$ cat src/rtl/exception_unit_if.sv
// Exception unit bundle: EX-stage status in, pipeline control out.
// Master drives the EX-side inputs; slave is the exception unit.
interface exception_unit_if #(
  parameter int WIDTH = 32
);
  logic             overflow;
  logic             ex_valid;
  logic [WIDTH-1:0] ex_pc;
  logic             eret;
  logic             epc_we;
  logic [WIDTH-1:0] epc_wdata;
  logic             flush;
  logic             pc_redirect;
  logic [WIDTH-1:0] redirect_pc;
  logic [WIDTH-1:0] epc;
  logic [4:0]       cause;
  logic             exl;
  logic [7:0]       exc_count;

  modport master (
    output overflow, ex_valid, ex_pc,
    output eret, epc_we, epc_wdata,
    input  flush, pc_redirect, redirect_pc,
    input  epc, cause, exl, exc_count
  );

  modport slave (
    input  overflow, ex_valid, ex_pc,
    input  eret, epc_we, epc_wdata,
    output flush, pc_redirect, redirect_pc,
    output epc, cause, exl, exc_count
  );
endinterface

$ cat src/rtl/exception_unit.sv
// Overflow exception sequencer: flush, vector, handler, ERET return.
// All outputs come straight from flops; inputs only steer next state.
module exception_unit #(
  parameter int               WIDTH  = 32,
  parameter logic [WIDTH-1:0] VECTOR = 32'h80000180
) (
  input logic             clk,
  input logic             reset,
  exception_unit_if.slave bus
);

  typedef enum logic [2:0] {
    IDLE,
    FLUSH,
    REDIRECT,
    HANDLER,
    RETURN
  } state_t;

  localparam logic [4:0] EXC_OV = 5'd12;

  state_t           state_q, state_d;
  logic [WIDTH-1:0] epc_q, epc_d;
  logic [4:0]       cause_q, cause_d;
  logic             exl_q, exl_d;
  logic [7:0]       cnt_q, cnt_d;
  logic             flush_q, flush_d;
  logic             redir_q, redir_d;
  logic [WIDTH-1:0] rpc_q, rpc_d;

  // Next state and next registered outputs for the exception sequence.
  always_comb begin
    state_d = state_q;
    epc_d   = epc_q;
    cause_d = cause_q;
    exl_d   = exl_q;
    cnt_d   = cnt_q;
    flush_d = 1'b0;
    redir_d = 1'b0;
    rpc_d   = '0;
    unique case (state_q)
      IDLE: begin
        if (bus.ex_valid && bus.overflow) begin
          state_d = FLUSH;
          epc_d   = bus.ex_pc;
          cause_d = EXC_OV;
          flush_d = 1'b1;
          if (cnt_q != 8'hff) cnt_d = cnt_q + 8'd1;
        end
      end
      FLUSH: begin
        state_d = REDIRECT;
        redir_d = 1'b1;
        rpc_d   = VECTOR;
      end
      REDIRECT: begin
        state_d = HANDLER;
        exl_d   = 1'b1;
      end
      HANDLER: begin
        // A same-cycle EPC write lands before the return target is taken.
        if (bus.epc_we) epc_d = bus.epc_wdata;
        if (bus.eret) begin
          state_d = RETURN;
          redir_d = 1'b1;
          rpc_d   = epc_d;
        end
      end
      RETURN: begin
        state_d = IDLE;
        exl_d   = 1'b0;
        cause_d = '0;
      end
      default: state_d = IDLE;
    endcase
  end

  // State and output registers; reset overrides any sequence in flight.
  always_ff @(posedge clk) begin
    if (reset) begin
      state_q <= IDLE;
      epc_q   <= '0;
      cause_q <= '0;
      exl_q   <= 1'b0;
      cnt_q   <= '0;
      flush_q <= 1'b0;
      redir_q <= 1'b0;
      rpc_q   <= '0;
    end else begin
      state_q <= state_d;
      epc_q   <= epc_d;
      cause_q <= cause_d;
      exl_q   <= exl_d;
      cnt_q   <= cnt_d;
      flush_q <= flush_d;
      redir_q <= redir_d;
      rpc_q   <= rpc_d;
    end
  end

  assign bus.flush       = flush_q;
  assign bus.pc_redirect = redir_q;
  assign bus.redirect_pc = rpc_q;
  assign bus.epc         = epc_q;
  assign bus.cause       = cause_q;
  assign bus.exl         = exl_q;
  assign bus.exc_count   = cnt_q;

endmodule

$ cat src/flat_wrapper.sv
// flat-port wrapper written by rule: the top's interface ports become plain ports
module exception_unit_flat 
#(
  parameter int               WIDTH  = 32,
  parameter logic [WIDTH-1:0] VECTOR = 32'h80000180
)
  (clk, reset, bus_overflow, bus_ex_valid, bus_ex_pc, bus_eret, bus_epc_we, bus_epc_wdata, bus_flush, bus_pc_redirect, bus_redirect_pc, bus_epc, bus_cause, bus_exl, bus_exc_count);
  exception_unit_if #(.WIDTH(WIDTH)) bus_i ();
  input logic clk;
  input logic reset;
  input wire logic [$bits(bus_i.overflow)-1:0] bus_overflow;
  input wire logic [$bits(bus_i.ex_valid)-1:0] bus_ex_valid;
  input wire logic [$bits(bus_i.ex_pc)-1:0] bus_ex_pc;
  input wire logic [$bits(bus_i.eret)-1:0] bus_eret;
  input wire logic [$bits(bus_i.epc_we)-1:0] bus_epc_we;
  input wire logic [$bits(bus_i.epc_wdata)-1:0] bus_epc_wdata;
  output wire logic [$bits(bus_i.flush)-1:0] bus_flush;
  output wire logic [$bits(bus_i.pc_redirect)-1:0] bus_pc_redirect;
  output wire logic [$bits(bus_i.redirect_pc)-1:0] bus_redirect_pc;
  output wire logic [$bits(bus_i.epc)-1:0] bus_epc;
  output wire logic [$bits(bus_i.cause)-1:0] bus_cause;
  output wire logic [$bits(bus_i.exl)-1:0] bus_exl;
  output wire logic [$bits(bus_i.exc_count)-1:0] bus_exc_count;
  assign bus_i.overflow = bus_overflow;
  assign bus_i.ex_valid = bus_ex_valid;
  assign bus_i.ex_pc = bus_ex_pc;
  assign bus_i.eret = bus_eret;
  assign bus_i.epc_we = bus_epc_we;
  assign bus_i.epc_wdata = bus_epc_wdata;
  assign bus_flush = bus_i.flush;
  assign bus_pc_redirect = bus_i.pc_redirect;
  assign bus_redirect_pc = bus_i.redirect_pc;
  assign bus_epc = bus_i.epc;
  assign bus_cause = bus_i.cause;
  assign bus_exl = bus_i.exl;
  assign bus_exc_count = bus_i.exc_count;
  exception_unit #(.WIDTH(WIDTH), .VECTOR(VECTOR)) u_core (.clk(clk), .reset(reset), .bus(bus_i));
endmodule
$ cat config.mk
export PLATFORM = sky130hd
export DESIGN_NAME = exception_unit_flat
export DESIGN_NICKNAME = d
export VERILOG_FILES = /design/src/rtl/exception_unit_if.sv /design/src/rtl/exception_unit.sv /design/src/flat_wrapper.sv
export SDC_FILE = /design/constraint.sdc
export NUM_CORES = 1
export LEC_CHECK = 0
export ABC_AREA = 1
export BUFFER_PORTS_ARGS = -buffer_cell sky130_fd_sc_hd__buf_2
export CAP_MARGIN = 20
export CORE_MARGIN = 2
export CORE_UTILIZATION = 50
export DETAILED_ROUTE_END_ITERATION = 10
export GPL_ROUTABILITY_DRIVEN = 1
export HOLD_SLACK_MARGIN = 0.06
export PLACE_DENSITY = 0.86
export SETUP_SLACK_MARGIN = 0.15
export SLEW_MARGIN = 10
export SYNTH_ARGS = -nofsm -noshare
export SYNTH_HDL_FRONTEND = slang
export SYNTH_SLANG_ARGS = --single-unit
$ cat constraint.sdc
create_clock -name clk -period 4.03 [get_ports clk]
set_clock_uncertainty 0.2 [all_clocks]
set_input_delay 0 -clock clk [delete_from_list [all_inputs] [get_ports clk]]
set_output_delay 0 -clock clk [all_outputs]
set_load 0.01 [all_outputs]
==> flow_metrics.py <==
metrics = {
    "drt": {
        "num_vias": 4072,
        "drtPass1Iterations": 6,
        "first_drt_iteration_drcs": 344,
        "routedWlPerCell_um": 15.6,
        "drt-total-wl_um": 11700,
        "route.antenna.remaining_nets": 0,
        "avgViaCountPerCell": 5.41,
        "post-route-drc-count": 0,
    },
    "pwr": {
        "cellPowerDensity_nw_per_um2": 373,
        "vdd_ir_drop_max_uv": 269,
        "leakage_nw": 2.63,
    },
    "floorplan": {
        "io-pin-count": 150,
        "core-area_um2": 6390,
        "die_area_um2": 7320,
        "rows": 29,
        "initial_core_util": 0.521,
        "die-width_um": 85.6,
        "die_height_um": 85.6,
    },
    "worst_setup_path": {
        "cp.required_ps": 4110,
        "reg2reg_from": "u_core.state_q[0]$_SDFFE_PP0P_",
        "timing.critical_path.mode_cell": "sky130_fd_sc_hd__dlygate4sd3_1",
        "worstPathMaxFanout": 33,
        "setup.reg_to_reg.worst_slack_ps": 1250,
        "r2r.worst_path.cells": 6,
        "r2r_end": "u_core.bus.epc[15]$_SDFFE_PP0P_",
        "worst_setup_path_end_kind": "flip-flop",
        "crit_path_start_kind": "input port",
        "arrival_ps": 3320,
        "max_stage_delay_ps": 610,
        "critical-path-slowest-cell": "sky130_fd_sc_hd__dlygate4sd3_1",
        "crit_chain": "dlygate4sd3_1 > buf_2 > nand2_1 > dlygate4sd3_1 > inv_1 > nand3_4 > nand2_2 > o21ai_0 > a21oi_1 > dlygate4sd3_1",
        "crit_type": "input port to flip-flop",
    },
    "sta": {
        "timing_worst_slew_pin_value_ps": 1070,
        "setup_tns_ps": 0,
        "finalCritPeriodShare": 0.803,
        "final-hold-violation-count": 0,
        "timing_max_transition_violations_final": 0,
        "post-route-worst-setup-slack_ps": 796,
        "relSlewSlack": 0.285,
        "rsz0062_at_grt": "no",
        "layout_min_cycle_time_ps": 3230,
        "setup_viol": 0,
        "timing.fmax_ghz": 0.309,
    },
    "layout": {
        "post_route_cells_drive_above_1_share": 0.253,
        "final_common_cell": "sky130_fd_sc_hd__buf_2",
        "design_area_um2": 5200,
        "antennaDiodeCount": 0,
        "most-common-layout-cells": "sky130_fd_sc_hd__buf_2, sky130_fd_sc_hd__dlygate4sd3_1, sky130_fd_sc_hd__dfxtp_1",
        "total_of_fill_cells_in_the_finished_design": 389,
        "area.growth.synth_to_final_pct": 56.4,
        "layout.nets": 741,
    },
    "logic_synthesis": {
        "syn_area_per_cell_um2": 7.54,
        "yosys_register_bits": 79,
        "part_of_the_yosys_area_used_for_sequential_elements": 0.476,
        "synth.distinct_cells": 23,
        "synthesis.instances": 441,
        "yosys_warnings": 0,
        "synth_area_um2": 3330,
    },
    "cts": {
        "cts_setup_buffers": 0,
        "max_clock_buf_depth": 2,
        "clk_transition_reported_paths_ps": 80,
        "insertion_delay_ps": 350,
        "clock_tree_from_tritoncts": "yes",
        "cts-buffers-inserted": 9,
        "deepest_level_of_the_cts_h_tree": 3,
        "count_of_clock_tree_sinks": 79,
        "cts_root_buffer": "sky130_fd_sc_hd__clkbuf_8",
    },
    "global_route": {
        "grt_start_max_net_pins": 65,
        "vias_in_the_first_global_route": 4064,
        "grt_overflow": 0,
        "first_pass_grt_wire_length_um": 18800,
        "grt_util_all_layers": 0.323,
        "antenna_found_initial": 0,
    },
    "min_path": {
        "hp-start": "u_core.bus.cause[2]$_SDFFE_PP0P_",
        "hold-path-endpoint": "u_core.bus.cause[2]$_SDFFE_PP0P_",
        "whs_path_depth": 2,
        "min_path_type": "flip-flop to flip-flop",
    },
    "run": {
        "max-cap-violations": 0,
    },
    "placement": {
        "numPortBuffers": 146,
        "dp_hpwl_um": 5910,
        "gp_congestion": 0.915,
        "dpl-instance-area_um2": 4000,
        "dp_worst_setup_slack_ps": 1990,
    },
    "status": {
        "outcome": "finished clean",
    },
}
-- kinds of logic (layout without fill, tap and decap cells) --
family / after synthesis / after routing / synth area share
and+or+nand+nor: 148 / 148 / 0.189
AOI/OAI and AO/OA: 129 / 129 / 0.216
buffers and inverters: 80 / 312 / 0.107
DFF: 79 / 79 / 0.476
xor gates and xnor gates: 3 / 3 / 0.00790
adders and majority gates: 1 / 1 / 0.00376
other: 1 / 3 / 0.00113
-- worst max-delay path, delay by kind of cell --
kind | cells | cell delay (ps)
buffers and inverters | 5 | 1960
AND/OR/NAND/NOR | 3 | 890
AO/OA/AOI/OAI | 2 | 460
-- through the flow --
stage          hold WS [ps]  cells  power (mW)  utilization
2_1_floorplan         -24.1    443        1.08            -
3_3_place_gp           78.2    636        1.18        0.626
3_5_place_dp           93.0    636        1.19        0.626
4_1_cts                 265    752        1.91        0.814
5_1_grt                 297    752        2.01        0.814
6_report                285    752        1.94        0.814
-- metal layers --
layer  up-vias  wire (um)  GRT usage
met4         0        537      0.179
li1       1889          -          -
met2       265       5720      0.553
met3        61       1040     0.0683
met1      1857       4400      0.376
met5         -          0          0
-- cell type report --
| cell class | instances | area, um^2 | area share |
|---|---|---|---|
| multi-input combinational | 284 | 1400 | 0.268 |
| sequential | 79 | 1580 | 0.304 |
| inverter | 49 | 184 | 0.0354 |
| tap | 77 | 96.3 | 0.0185 |
| clock inverter | 4 | 70.1 | 0.0135 |
| timing repair buffer | 247 | 1740 | 0.334 |
| clock buffer | 12 | 135 | 0.0260 |
-- cell usage after synthesis --
| library cell | count | area [um^2] |
|---|---|---|
| sky130_fd_sc_hd__a21oi_1 | 34 | 170 |
| sky130_fd_sc_hd__buf_2 | 8 | 40.0 |
| sky130_fd_sc_hd__buf_4 | 11 | 82.6 |
| sky130_fd_sc_hd__clkbuf_1 | 8 | 30.0 |
| sky130_fd_sc_hd__clkbuf_2 | 4 | 20.0 |
| sky130_fd_sc_hd__conb_1 | 1 | 3.75 |
| sky130_fd_sc_hd__dfxtp_1 | 79 | 1580 |
| sky130_fd_sc_hd__ha_1 | 1 | 12.5 |
| sky130_fd_sc_hd__inv_1 | 45 | 169 |
| sky130_fd_sc_hd__inv_2 | 4 | 15.0 |
| sky130_fd_sc_hd__nand2_1 | 69 | 259 |
| sky130_fd_sc_hd__nand2_2 | 1 | 6.26 |
| sky130_fd_sc_hd__nand2_4 | 2 | 22.5 |
| sky130_fd_sc_hd__nand3_1 | 6 | 30.0 |
| sky130_fd_sc_hd__nand3_4 | 2 | 35.0 |
| sky130_fd_sc_hd__nand4_1 | 2 | 12.5 |
| sky130_fd_sc_hd__nor2_1 | 64 | 240 |
| sky130_fd_sc_hd__nor2_4 | 2 | 22.5 |
| sky130_fd_sc_hd__o211ai_1 | 28 | 210 |
| sky130_fd_sc_hd__o21ai_0 | 62 | 310 |
| sky130_fd_sc_hd__o21ai_1 | 4 | 20.0 |
| sky130_fd_sc_hd__o22ai_1 | 1 | 6.26 |
| sky130_fd_sc_hd__xor2_1 | 3 | 26.3 |
-- flip-flops by register name, summed over array words and instances, names as in the netlist --
signal / count
u_core.bus.cause: 1
u_core.bus.exl: 1
u_core.bus.redirect_pc: 32
u_core.bus.exc_count: 8
u_core.bus.flush: 1
u_core.bus.pc_redirect: 1
u_core.state_q: 3
u_core.bus.epc: 32
-- report_power, final --
part / switching (mW) / total [mW] / internal, mW
logic: 0.221 / 0.424 / 0.203
registers: 0.0511 / 0.888 / 0.837
clock network: 0.281 / 0.629 / 0.348
total: 0.553 / 1.94 / 1.39
-- what timing repair did --
| item | CTS | global route |
|---|---|---|
| hold endpoints to repair | 79 | 0 |
| resized for setup | 0 | 0 |
| setup endpoints to repair | 0 | 0 |
| hold buffers | 100 | 0 |
-- how the worst max path moves through the flow --
stage	startpoint	endpoint	slack (ps)	depth (start not counted)
floorplan	u_core.bus.exc_count[0]$_SDFFE_PP0P_	u_core.bus.exc_count[1]$_SDFFE_PP0P_	2430	8
global placement	u_core.state_q[0]$_SDFFE_PP0P_	u_core.bus.epc[26]$_SDFFE_PP0P_	2060	6
detailed placement	u_core.state_q[0]$_SDFFE_PP0P_	u_core.bus.epc[7]$_SDFFE_PP0P_	1990	6
CTS	bus_overflow	u_core.bus.epc[12]$_SDFFE_PP0P_	1070	10
global route	bus_overflow	u_core.bus.epc[15]$_SDFFE_PP0P_	670	10
finish	bus_overflow	u_core.bus.epc[15]$_SDFFE_PP0P_	800	10
Note: power is estimated with default switching activity, not from simulation.
